File: src/rtl/line_buffer_ctrl.sv
// rtl/line_buffer_ctrl.sv - sizing, flush sequencing and position tracking for the line-delay FIFO
// Frame FSM: IDLE -> FLUSH (2 cycles) -> MEASURE (auto width) -> RUN.
module line_buffer_ctrl #(
  parameter int MAX_WIDTH    = 4096,
  parameter int DEFAULT_SIZE = 640,
  parameter int PRIME_LINES  = 1
) (
  input  logic        clk,
  input  logic        reset_n,
  input  logic        frame_start,
  input  logic        in_valid,
  input  logic        cfg_auto,
  input  logic [15:0] cfg_width,
  output logic [15:0] fifo_size,
  output logic        fifo_enable,
  output logic        fifo_reset_n,
  output logic        window_valid,
  output logic [15:0] col_count,
  output logic [11:0] line_count,
  output logic        width_error,
  output logic [1:0]  state
);

  typedef enum logic [1:0] {
    IDLE    = 2'd0,
    FLUSH   = 2'd1,
    MEASURE = 2'd2,
    RUN     = 2'd3
  } state_e;

  localparam logic [15:0] MAX_W    = 16'(MAX_WIDTH);
  localparam logic [15:0] DEF_SIZE = 16'(DEFAULT_SIZE);
  localparam logic [11:0] PRIME    = 12'(PRIME_LINES);

  state_e      state_q, state_d;
  logic        phase_q, phase_d;
  logic        auto_q, auto_d;
  logic [15:0] size_q, size_d;
  logic        rst_n_q, rst_n_d;
  logic [15:0] col_q, col_d;
  logic [11:0] line_q, line_d;
  logic        err_q, err_d;

  logic [15:0] col_inc;
  logic        line_end;

  function automatic logic [15:0] clamp_width(input logic [15:0] w);
    if (w < 16'd2) begin
      return 16'd2;
    end else if (w > MAX_W) begin
      return MAX_W;
    end
    return w;
  endfunction

  function automatic logic out_of_range(input logic [15:0] w);
    return (w < 16'd2) || (w > MAX_W);
  endfunction

  always_ff @(posedge clk or negedge reset_n) begin
    if (!reset_n) begin
      state_q <= IDLE;
      phase_q <= 1'b0;
      auto_q  <= 1'b0;
      size_q  <= DEF_SIZE;
      rst_n_q <= 1'b0;
      col_q   <= 16'd0;
      line_q  <= 12'd0;
      err_q   <= 1'b0;
    end else begin
      state_q <= state_d;
      phase_q <= phase_d;
      auto_q  <= auto_d;
      size_q  <= size_d;
      rst_n_q <= rst_n_d;
      col_q   <= col_d;
      line_q  <= line_d;
      err_q   <= err_d;
    end
  end

  always_comb begin
    state_d  = state_q;
    phase_d  = 1'b0;
    auto_d   = auto_q;
    size_d   = size_q;
    rst_n_d  = 1'b1;
    col_d    = col_q;
    line_d   = line_q;
    err_d    = err_q;
    col_inc  = (col_q == 16'hFFFF) ? col_q : col_q + 16'd1;
    line_end = !in_valid && (col_q != 16'd0);

    // frame_start pre-empts everything, including a line in progress.
    if (frame_start) begin
      state_d = FLUSH;
      rst_n_d = 1'b0;
      col_d   = 16'd0;
      line_d  = 12'd0;
      err_d   = 1'b0;
    end else begin
      case (state_q)
        IDLE: begin
        end
        FLUSH: begin
          if (!phase_q) begin
            phase_d = 1'b1;
            auto_d  = cfg_auto;
            if (!cfg_auto) begin
              size_d = clamp_width(cfg_width);
              if (out_of_range(cfg_width)) err_d = 1'b1;
            end
          end else begin
            state_d = auto_q ? MEASURE : RUN;
          end
        end
        MEASURE: begin
          if (in_valid) begin
            col_d = col_inc;
          end else if (line_end) begin
            size_d  = clamp_width(col_q);
            if (out_of_range(col_q)) err_d = 1'b1;
            col_d   = 16'd0;
            state_d = RUN;
          end
        end
        RUN: begin
          if (in_valid) begin
            col_d = col_inc;
          end else if (line_end) begin
            line_d = (line_q == 12'hFFF) ? line_q : line_q + 12'd1;
            if (col_q != size_q) err_d = 1'b1;
            col_d  = 16'd0;
          end
        end
        default: state_d = IDLE;
      endcase
    end
  end

  // The FIFO writes the current pixel, so the enable is combinational.
  assign fifo_enable  = (state_q == RUN) && in_valid && !frame_start;
  assign window_valid = fifo_enable && (line_q >= PRIME);
  assign fifo_size    = size_q;
  assign fifo_reset_n = rst_n_q;
  assign col_count    = col_q;
  assign line_count   = line_q;
  assign width_error  = err_q;
  assign state        = state_q;

endmodule
File: config.mk
export PLATFORM = sky130hd
export DESIGN_NAME = line_buffer_ctrl
export DESIGN_NICKNAME = d
export VERILOG_FILES = /design/src/rtl/line_buffer_ctrl.sv
export SDC_FILE = /design/constraint.sdc
export NUM_CORES = 1
export LEC_CHECK = 0
export ABC_AREA = 1
export BUFFER_PORTS_ARGS = -buffer_cell sky130_fd_sc_hd__buf_2
export CAP_MARGIN = 20
export CORE_MARGIN = 3
export CORE_UTILIZATION = 45
export DETAILED_ROUTE_END_ITERATION = 6
export PLACE_DENSITY = 0.79
export SYNTH_ARGS = -nofsm -noshare
export SYNTH_HDL_FRONTEND = slang
export SYNTH_SLANG_ARGS = --single-unit
export TNS_END_PERCENT = 100
File: constraint.sdc
create_clock -name clk -period 2.6 [get_ports clk]
set_clock_uncertainty 0.2 [all_clocks]
set_input_delay 0 -clock clk [delete_from_list [all_inputs] [get_ports clk]]
set_output_delay 0 -clock clk [all_outputs]
set_load 0.02 [all_outputs]
* Word level (Yosys, flattened, before mapping)
Cells that the tools add are included.
Cells by class: add/sub/neg operators 2, $lt $le $gt $ge 5, eq/ne operators 23, mux-type cells 54, bitwise logic cells 2, reduce and logical (&&, ||, !) cells 23
Operators with widths (count):
- 16-bit 2-to-1 mux | 15
- 12-bit 2-to-1 mux | 5
- 3-bit inequality test, second input constant | 11
- 16-bit by 13-bit > comparator with 1-bit output, second input constant | 2
- 16-bit by 2-bit < comparator with 1-bit output, second input constant | 2
- 16-bit case mux with 2 select lines | 1
- 1-bit 2-to-1 mux | 27
- 16-bit by 1-bit adder with 16-bit output, second input constant | 1
- 16-bit == test, second input constant | 1
- 16-bit inequality test | 1
- 16-bit nonzero test | 1
- 12-bit by 1-bit adder with 12-bit output, second input constant | 1
- 12-bit == test, second input constant | 1
- 12-bit by 1-bit >= comparator with 1-bit output, second input constant | 1
- 2-bit inequality test, second input constant | 6
- 10-bit AND reduction | 1
- 2-bit 2-to-1 mux | 4
- 4-bit AND reduction | 2
- 2-bit nonzero test | 4
- 3-bit AND reduction | 2
- 6-bit AND reduction | 1
- 3-bit nonzero test | 2
- 2-bit == test, second input constant | 2
- 1-bit logical AND | 4
- 8 further kinds | 11
Word-level totals: register bits after elaboration 50, input port bits 21, output and inout bits 50, logic and storage cells 117

* Logic depth before layout (Yosys ltp)
word-level depth 11, mapped depth 12, mapped depth without buffers 12

* Least setup slack after synthesis
OpenSTA, ideal clock, no wires.
path type register to register, from register col_q[0], in the netlist col_count[0], to register col_q[1], in the netlist col_count[1], setup time 0.122 ns, arrival 1.681 ns, required time 2.278 ns, path slack 0.597 ns, stages on the path, launching flop included 10, buffers on the path 1, period minus slack after synthesis 2.003 ns, cells stage by stage dfrtp_1 -> ha_1 -> nand3_4 -> nor3_4 -> nand4_1 -> nand3_4 -> inv_4 -> buf_6 -> nand3_1 -> o21ai_2
On the way: longest elaborated chain between the ends 5, elaborated cells on any way between the ends 11, those cells by class add/sub (1); eq/ne (2); mux (4); reduce/logical (4)
RTL lines:
- from (decl) | line 40 | logic [15:0] col_q, col_d;
- from (signal assigned) | line 76 | col_q <= col_d;
- 16-bit by 1-bit adder with 16-bit output | line 91 | col_inc = (col_q == 16'hFFFF) ? col_q : col_q + 16'd1;
- 16-bit 2-to-1 mux | line 91
- 16-bit 2-to-1 mux | line 128 | if (in_valid) begin
- 16-bit 2-to-1 mux
- 16-bit 2-to-1 mux | line 95 | if (frame_start) begin
Parallel ways exist; a longest one is shown, timed or not. The select of a mux whose other input is x is not followed. A chain may end at the register's enable or synchronous reset.

* Final worst setup path
from register col_q[1], in the netlist col_count[1], to register col_q[0], in the netlist col_count[0]
On the way: longest elaborated chain between the ends 4, elaborated cells on any way between the ends 6, those cells by class eq/ne (2); reduce/logical (4)
RTL lines:
- 16-bit nonzero test | line 92 | line_end = !in_valid && (col_q != 16'd0);
- 1-bit logical AND | line 92
- 3-bit nonzero test (no line)
- 3-bit AND reduction (no line) (*)
Every way passes the cells marked *; elsewhere a longest branch is shown, timed or not.

==> impl_metrics.json <==
{
  "start_kind": "flip-flop",
  "post_layout_nonfiller_instances": 721,
  "share_of_post_route_cells_with_drive_strength_above_1_pct": 20.0,
  "routed_via_density": 5.18,
  "post-cts-setup-buffer-count": 0,
  "groute.layer.met1.usage_pct": 29.7,
  "netlist_area_sq_um": 3610,
  "synth-warning-count": 0,
  "synth_enable_flop_cells": 0,
  "setup_total_negative_slack_ns": 0,
  "core_sq_um": 7770,
  "drtIter0Drc": 259,
  "placementRows": 32,
  "vias": 3737,
  "max-cap-violations": 0,
  "setup_repair_after_global_routing_missed_its_margin": "no",
  "power.density_nw_per_um2": 563,
  "routability_congestion_estimate": 0.934,
  "clk_pin_slew_ns": 0.09,
  "max-slew-margin-rel_pct": 56.9,
  "synth.cells.most_frequent": "sky130_fd_sc_hd__nand2_1, sky130_fd_sc_hd__nor2_1, sky130_fd_sc_hd__inv_1",
  "route.antenna.remaining_nets": 0,
  "post_synth_num_cell_types": 35,
  "groute.layer.met2.usage_pct": 34.9,
  "yosys.cell_count.top_type": "sky130_fd_sc_hd__nand2_1",
  "diodes": 0,
  "synth_area_per_cell_sq_um": 6.74,
  "timing.critical_path.required_ns": 2.64,
  "pin_count_of_the_biggest_net_entering_global_routing": 51,
  "drt-pass1-iter-count": 5,
  "worstSetupEndpoint": "col_count[0]",
  "worstPathMaxFanout": 25,
  "groute.usage.overall_pct": 21.9,
  "area.sequential_sq_um": 1250,
  "wl_microns": 9730,
  "final_design_area_no_fill_sq_um": 4270,
  "startpoint": "col_count[1]",
  "cts_tree": "done",
  "ys.flop_type": "sky130_fd_sc_hd__dfrtp_1",
  "worst-setup-path-type": "flip-flop to flip-flop",
  "design.portCount": 71,
  "overflow": 0,
  "ys_seq_elements": 50,
  "cp.arrival_ns": 2.19,
  "regToRegStartpoint": "col_count[1]",
  "initial_antenna_violation_count": 0,
  "worst_pin_slew_ns": 0.646,
  "reg2reg_to": "col_count[0]",
  "post_drt_wl_per_cell_microns": 13.5,
  "tritoncts_num_sinks": 50,
  "holdCritPathClass": "primary input to flip-flop",
  "pleak_nw": 2.15,
  "finalMaxSlewViolations": 0,
  "synth_area_leaders": "sky130_fd_sc_hd__dfrtp_1, sky130_fd_sc_hd__nand2_1, sky130_fd_sc_hd__nand3_1, sky130_fd_sc_hd__nor2_1, sky130_fd_sc_hd__inv_1",
  "outcome": "finished, final reports clean",
  "num-fill-cells": 780,
  "first_global_vias": 3395,
  "ff2ff_setup_slack_ns": 0.45,
  "cts.path.max_buffers": 2,
  "global_route_wire_length_before_repair_microns": 15900,
  "cts_resized": 0,
  "synth_top_area_share_pct": 33.2,
  "reg2regPathDepth": 11,
  "die_width_microns": 95.6,
  "final_min_period_over_clock_period_pct": 82.9,
  "dpl_cell_area_sq_um": 4010,
  "numPortBuffers": 70,
  "place.detailed.hpwl_microns": 7300,
  "fmaxAchievable_mhz": 464,
  "areaGrowthSynthToFinish_pct": 18.2,
  "power.ir.vdd_worst_uv": 293,
  "timing_hold_violations_final": 0,
  "die-area_sq_um": 9140,
  "drc": 0,
  "finalNetCount": 647,
  "global_route.peak_usage_layer": "met2",
  "final_period_minus_worst_setup_slack_ns": 2.15,
  "cts_max_level": 2,
  "cell_count_after_placement": 696,
  "synth-seq-area-share_pct": 34.7,
  "cts_root_buf": "sky130_fd_sc_hd__clkbuf_8",
  "synth_fp_nets": 565,
  "initial_utilization_pct": 46.5,
  "die-height_microns": 95.6,
  "clock_latency_ns": 0.31,
  "end_kind": "flip-flop",
  "post-synth-top-area-cell": "sky130_fd_sc_hd__dfrtp_1",
  "setup-violations-final": 0,
  "syn-instance-count": 536,
  "numCtsBuffers": 5,
  "synth-async-reset-ratio_pct": 100,
  "multi_input_comb_area_sq_um": 2010,
  "hold-worst-slack_ns": 0.115,
  "gr-usage-met3_pct": 4.03
}
## layout make-up
class | instances | area share [%]
clock buffer | 6 | 1.93
timing repair buffer | 91 | 12.9
inverter | 62 | 5.56
sequential | 50 | 29.3
tap | 102 | 2.99
clock inverter | 2 | 0.293
multi-input combinational | 408 | 47.0
## state kept, by name, indices dropped and copies added (netlist names)
| signal | count |
|---|---|
| col_count | 16 |
| fifo_size | 16 |
| line_count | 12 |
| state | 2 |
| auto_q | 1 |
| fifo_reset_n | 1 |
| phase_q | 1 |
| width_error | 1 |
## critical path, stage by stage (launching register included)
cell	delay, ns
sky130_fd_sc_hd__dfrtp_1	0.48
sky130_fd_sc_hd__inv_1	0.18
sky130_fd_sc_hd__ha_1	0.21
sky130_fd_sc_hd__nand2_1	0.07
sky130_fd_sc_hd__nor2_2	0.05
sky130_fd_sc_hd__nand2_2	0.06
sky130_fd_sc_hd__nand2_2	0.07
sky130_fd_sc_hd__nand3_2	0.11
sky130_fd_sc_hd__nand3_4	0.12
sky130_fd_sc_hd__inv_4	0.28
sky130_fd_sc_hd__nand3_1	0.15
sky130_fd_sc_hd__o21ai_2	0.09
## power breakdown
group / internal [mW] / total, mW / switching [mW]
combinational: 0.300 / 0.942 / 0.642
sequential: 0.873 / 0.976 / 0.103
clock: 0.215 / 0.486 / 0.271
## how the worst min path moves through the flow
stage / startpoint / endpoint / slack [ns] / cells past startpoint
5_1_grt: reset_n / line_count[2] / 0.20 / 3
4_1_cts: cfg_width[14] / fifo_size[1] / 0.12 / 8
6_report: cfg_width[14] / fifo_size[1] / 0.11 / 8
3_3_place_gp: reset_n / line_count[5] / -0.05 / 2
3_5_place_dp: reset_n / fifo_reset_n / -0.04 / 2
2_1_floorplan: reset_n / auto_q / -0.50 / 0
## metal layers
metal  wire [microns]  part of all wire [%]
met3              643                   6.6
met4              204                   2.1
met2             4560                    47
met1             4320                    44
met5                0                     0
## stage by stage
stage	power, mW	setup slack, ns	utilization (%)
detailed placement	1.91	0.474	51.6
finish	2.40	0.445	55.0
CTS	2.42	0.457	55.0
global placement	1.89	0.480	51.6
floorplan	1.66	0.597	-
global route	2.61	0.303	55.0
## cell usage in the layout, fill, tap and decap left out, types with 2 or more instances in the layout
cell type / Yosys / routed
sky130_fd_sc_hd__a21oi_1: 7 / 7
sky130_fd_sc_hd__buf_2: 2 / 70
sky130_fd_sc_hd__buf_4: 2 / 4
sky130_fd_sc_hd__clkbuf_8: 0 / 6
sky130_fd_sc_hd__dfrtp_1: 48 / 48
sky130_fd_sc_hd__dfstp_2: 2 / 2
sky130_fd_sc_hd__dlygate4sd3_1: 0 / 17
sky130_fd_sc_hd__ha_1: 8 / 8
sky130_fd_sc_hd__inv_1: 57 / 57
sky130_fd_sc_hd__inv_2: 3 / 3
sky130_fd_sc_hd__inv_4: 2 / 2
sky130_fd_sc_hd__nand2_1: 179 / 179
sky130_fd_sc_hd__nand2_2: 4 / 4
sky130_fd_sc_hd__nand3_1: 45 / 45
sky130_fd_sc_hd__nand3_2: 2 / 2
sky130_fd_sc_hd__nand3_4: 2 / 2
sky130_fd_sc_hd__nand3b_1: 2 / 2
sky130_fd_sc_hd__nand4_1: 4 / 4
sky130_fd_sc_hd__nor2_1: 59 / 59
sky130_fd_sc_hd__nor2_2: 4 / 4
sky130_fd_sc_hd__nor3_1: 18 / 18
sky130_fd_sc_hd__nor3_4: 2 / 2
sky130_fd_sc_hd__nor4_1: 3 / 3
sky130_fd_sc_hd__o21ai_0: 18 / 18
sky130_fd_sc_hd__o21ai_1: 15 / 15
sky130_fd_sc_hd__o21ai_2: 13 / 13
sky130_fd_sc_hd__or2_2: 5 / 5
sky130_fd_sc_hd__xor2_1: 11 / 11
## cells by family after synthesis
family | share of synthesized area (%)
xor gates and xnor gates | 2.67
adders and majority gates | 2.77
and+or+nand+nor | 40.7
DFF | 34.7
AOI/OAI and AO/OA | 9.45
buffers and inverters | 9.76
## repair_timing
action                                 in CTS  in global routing
hold buffers                               17                  0
endpoints found under the hold margin      68                  0
setup endpoints to repair                   0                  0
(Power assumes the default switching activity.)
